$ cat src/rtl/code_loader_pkg.sv
// Shared widths and loader state encodings for the code RAM program loader.
package code_loader_pkg;

    localparam int PCWIDTH  = 3;
    localparam int INSWIDTH = 16;

    typedef enum logic [1:0] {
        LDR_IDLE = 2'd0,
        LDR_LOAD = 2'd1,
        LDR_DONE = 2'd2,
        LDR_ERR  = 2'd3
    } ldr_state_t;

endpackage

$ cat src/rtl/code_loader.sv
// Streams instruction words into code RAM from address 0 and commits code_size on the last word.
// Latency: write strobe and size commit one cycle after accept. Backpressure: in_ready only in LOAD, one word/cycle.
// CODE_LOADER_OVERFLOW_ERR_EN: overflow word enters ERR and raises err; otherwise overflow words are dropped.
module code_loader
    import code_loader_pkg::*;
#(
    parameter int CODESIZE = 8
) (
    input  logic                clk,
    input  logic                rst,
    input  logic                start,
    input  logic                in_valid,
    output logic                in_ready,
    input  logic [INSWIDTH-1:0] in_ins,
    input  logic                in_last,
    output logic                wr_en,
    output logic [PCWIDTH-1:0]  wr_addr,
    output logic [INSWIDTH-1:0] wr_data,
    output logic [3:0]          code_size,
    output logic                load_done
`ifdef CODE_LOADER_OVERFLOW_ERR_EN
    ,
    output logic                err
`endif
);

    localparam logic [3:0] CODESIZE_W = 4'(CODESIZE);

    ldr_state_t state;
    logic [3:0] cnt;

    // Handshake and status are pure decodes of the state register.
    assign in_ready  = (state == LDR_LOAD);
    assign load_done = (state == LDR_DONE);
`ifdef CODE_LOADER_OVERFLOW_ERR_EN
    assign err       = (state == LDR_ERR);
`endif

    always_ff @(posedge clk) begin
        if (rst) begin
            state     <= LDR_IDLE;
            cnt       <= 4'd0;
            code_size <= 4'd0;
            wr_en     <= 1'b0;
            wr_addr   <= '0;
            wr_data   <= '0;
        end else begin
            wr_en <= 1'b0;
            case (state)
`ifdef CODE_LOADER_OVERFLOW_ERR_EN
                LDR_IDLE, LDR_DONE, LDR_ERR: begin
`else
                LDR_IDLE, LDR_DONE: begin
`endif
                    if (start) begin
                        cnt       <= 4'd0;
                        code_size <= 4'd0;
                        state     <= LDR_LOAD;
                    end
                end
                LDR_LOAD: begin
                    if (in_valid && in_ready) begin
                        if (cnt < CODESIZE_W) begin
                            wr_en   <= 1'b1;
                            wr_addr <= cnt[PCWIDTH-1:0];
                            wr_data <= in_ins;
                            cnt     <= cnt + 4'd1;
                            // Size lands in the same cycle as the final write.
                            if (in_last) begin
                                code_size <= cnt + 4'd1;
                                state     <= LDR_DONE;
                            end
                        end else begin
`ifdef CODE_LOADER_OVERFLOW_ERR_EN
                            code_size <= 4'd0;
                            state     <= LDR_ERR;
`else
                            if (in_last) begin
                                code_size <= CODESIZE_W;
                                state     <= LDR_DONE;
                            end
`endif
                        end
                    end
                end
                default: state <= LDR_IDLE;
            endcase
        end
    end

endmodule

$ cat config.mk
export PLATFORM = sky130hd
export DESIGN_NAME = code_loader
export DESIGN_NICKNAME = d
export VERILOG_FILES = /design/src/rtl/code_loader_pkg.sv /design/src/rtl/code_loader.sv
export SDC_FILE = /design/constraint.sdc
export NUM_CORES = 1
export LEC_CHECK = 0
export BUFFER_PORTS_ARGS = -buffer_cell sky130_fd_sc_hd__buf_2
export CAP_MARGIN = 20
export CORE_MARGIN = 1.5
export CORE_UTILIZATION = 51
export DETAILED_ROUTE_END_ITERATION = 6
export PLACE_DENSITY = 0.85
export SLEW_MARGIN = 20
export SYNTH_ARGS = -nofsm -noshare
export SYNTH_HDL_FRONTEND = slang
export SYNTH_SLANG_ARGS = --single-unit
$ cat constraint.sdc
create_clock -name clk -period 2 [get_ports clk]
set_input_delay 0.2 -clock clk [delete_from_list [all_inputs] [get_ports clk]]
set_output_delay 0.2 -clock clk [all_outputs]
set_load 0.03 [all_outputs]
==> metrics <==
outcome=complete, no violations; TritonCTS Buffers=5; clock slew at reported path FFs=around 100 ps; portion of netlist area occupied by mux cells=0%; Sequential Power Share=54.4%; endpoints failing setup=0; CTS tree=yes; Int Power=between 0.8 and 0.9 mW; core area=approximately 0.0023 sq mm; sw frac=27.2%; Final Hold Violating Endpoints=0; Post-Syn Area=between 0.001 and 0.0015 sq mm; Site Rows=17; register-to-register setup slack=approximately 660 ps; grt ovf=0; diode count=0; Global Route Usage Sum=20.5%; Placed Area=roughly 0.0015 sq mm; RSZ-0062 raised after global routing=false; flops & latches, synth=30; chip height=about 53 um; Seq/Total Area, Yosys=between 40% and 50%; GP Congestion=between 0.7 and 0.8; reg2reg end=wr_addr[0]$_SDFFE_PP0P_; yosys warns=0; Worst Max-Slew Pin Slew=approximately 710 ps; CP max FO=9; R2R Path Start=state[0]$_SDFFE_PP0P_; final setup TNS=0 ps; DR vias/cell=slightly above 5; Net Sw Power=0.314 mW; DR WL met2=~1200 um; routed len/inst=approximately 12 um; Layout area overhead=22.0%; worst vdd rail ir drop=443 uV; xor and xnor area share after synthesis=less than 1%; Antenna Violating Nets Remaining=0; Final nets=209; Logic pwr share=~14%; Synth Instances=140; Setup Skew=around 11 ps; final count of pins violating max slew=0; I/O Pins=47; TritonCTS Sinks=30; final WL=~2600 um; Post-Syn Area per Cell=between 9 and 10 sq um; DRC=0; Die ar.=0.00282 sq mm; Final Cycle Share=just over 70%; Max stage delay cell, worst path=dfxtp_1; leak pwr=roughly 0.65 nW; max-cap violations=0; clk root buf=clkbuf_4; Setup Fix Bufs, Post-CTS=0; vias in the first global route=969; Compound-Gate Fraction of Synth Area=19.2%; Synth Net Count=roughly 160; Largest stage delay, worst path=460 ps; hold worst-path end=wr_data[11]$_SDFFE_PP0P_; post_cts resized=0; Vias=1099; # port buffers=46; largest family of logic cells by synthesized area=simple AND/OR/NAND/NOR gates; Post-DP HPWL=1810 um; worst skew pair latency=around 320 ps; first-pass GRT wire length=around 4100 um; H-tree depth=2; post-route minimum period=1450 ps; hold path depth=3; Die Width=approximately 53 um; worst hold path startpoint=in_ins[11]; top sig layer=met4; Hold-fix buffers, CTS=0; Worst slew margin=53.0%; Netlist cell types=29; CP required=~1800 ps; Critical Path, Cell by Cell=nor2b_1 -> buf_2; WL met1=about 1100 um; clock power share=31.8%; fin area=~0.0016 sq mm; Critical Path Sink Type=primary output; Iter 0 DRT Violations=13; initial antenna violation count=0; CP Launch Type=register; HP Class=in2reg; DRT Pass-1 Iters=4; layout cells sized above 1=43.3%; clock tree buffer depth=2; f_max=687 MHz; Post-Synth Adder-Cell Area=~2%; R2R cell count=4; met3 wire len=approximately 150 um; power per cell area=741 mW/mm^2; Initial Utilization=a little under three fifths; largest net degree at the start of global routing=31; Critical Path AT=around 1300 ps; post-synthesis simple-gate area fraction=between 20% and 30%; Setup CP Type=reg2out
how the worst max path moves through the flow:
stage                     slack (ps)                      end  cells after the start             startpoint
after global placement           740  wr_addr[0]$_SDFFE_PP0P_                      4  state[1]$_SDFFE_PP0P_
after floorplan                  700      cnt[2]$_SDFFE_PP0P_                      3  state[0]$_SDFFE_PP0P_
after CTS                        530                 in_ready                      2  state[0]$_SDFFE_PP0P_
final                            550                 in_ready                      2  state[0]$_SDFFE_PP0P_
after detailed placement         670  wr_addr[0]$_SDFFE_PP0P_                      4  state[0]$_SDFFE_PP0P_
after global routing             460                 in_ready                      2  state[0]$_SDFFE_PP0P_
layout by cell type, fill, tap and decap left out, drive strengths merged, types with 2 or more instances in the layout:
master	Yosys	routed
ha	2	2
nand3b	2	2
o211ai	3	3
nand3	8	8
clkbuf	2	7
nor2	4	4
and2b	2	2
nand2b	3	3
inv	2	2
dfxtp	30	30
nand2	39	39
a21oi	26	26
buf	6	48
layout make-up:
class / count / area [sq um]
clock buffer: 7 / 55.1
clock inverter: 1 / 5.00
fill: 192 / 737
inverter: 2 / 7.51
multi-input combinational: 99 / 612
sequential: 30 / 601
tap: 28 / 35.0
timing repair buffer: 48 / 245
through the flow:
stage               hold slack (ps)  total power [mW]  cells  setup slack [ps]  util, %
detailed placement              449             0.803    207               670     65.3
finish                          105              1.16    215               545     67.9
CTS                            99.4              1.17    215               532     67.9
global route                   91.8              1.21    215               461     67.9
floorplan                       327             0.757    140               700        -
global placement                443             0.798    207               737     65.3
layer usage:
layer	track usage, %	vias up
met5	0	-
met4	10.3	0
met3	5.93	4
met2	33.8	35
met1	24.3	496
li1	-	564
registers in the layout (all words and copies together), names as in the netlist:
name	flops
wr_data	16
wr_en	1
code_size	4
state	2
wr_addr	3
cnt	4
cells in the mapped netlist, drive strengths merged:
| cell | count | area share (%) |
|---|---|---|
| nor2b | 1 | 0.49 |
| o211ai | 3 | 1.8 |
| ha | 2 | 2.0 |
| nand3 | 8 | 3.1 |
| xor2 | 1 | 0.69 |
| nand2 | 39 | 12 |
| a22oi | 1 | 0.59 |
| nand3b | 2 | 1.2 |
| nor2 | 4 | 1.2 |
| a21oi | 26 | 16 |
| a31oi | 1 | 0.49 |
| nand4b | 1 | 0.69 |
| dfxtp | 30 | 47 |
| clkbuf | 2 | 0.59 |
| buf | 6 | 4.5 |
| nand2b | 3 | 1.5 |
| a211oi | 1 | 0.59 |
| and2b | 2 | 1.2 |
| nor3b | 1 | 0.59 |
| inv | 2 | 0.59 |
| nor4bb | 1 | 0.78 |
| and4b | 1 | 0.88 |
| dlygate4sd1 | 1 | 0.69 |
| nand4bb | 1 | 0.88 |
critical path, delay by kind of cell, from the launching register on:
| family | cells | cell delay (ps) |
|---|---|---|
| DFF | 1 | 460 |
| buffers and inverters | 1 | 240 |
| and+or+nand+nor | 1 | 250 |
power groups by stage:
stage	Clock [mW]	Combinational (mW)	Sequential, mW
5_1_grt	0.402	0.175	0.632
6_report	0.368	0.159	0.629
3_3_place_gp	0	0.157	0.641
4_1_cts	0.382	0.161	0.629
2_1_floorplan	0	0.0846	0.672
3_5_place_dp	0	0.160	0.643
kinds of logic (layout without fill, tap and decap cells):
logic type               Yosys count  in the layout
AND/OR/NAND/NOR                   64             64
AO/OA/AOI/OAI                     32             32
flip-flops                        30             30
buffers and inverters             11             58
adder cells (fa/ha/maj)            2              2
XOR/XNOR                           1              1
Note: power is estimated with default switching activity, not from simulation.
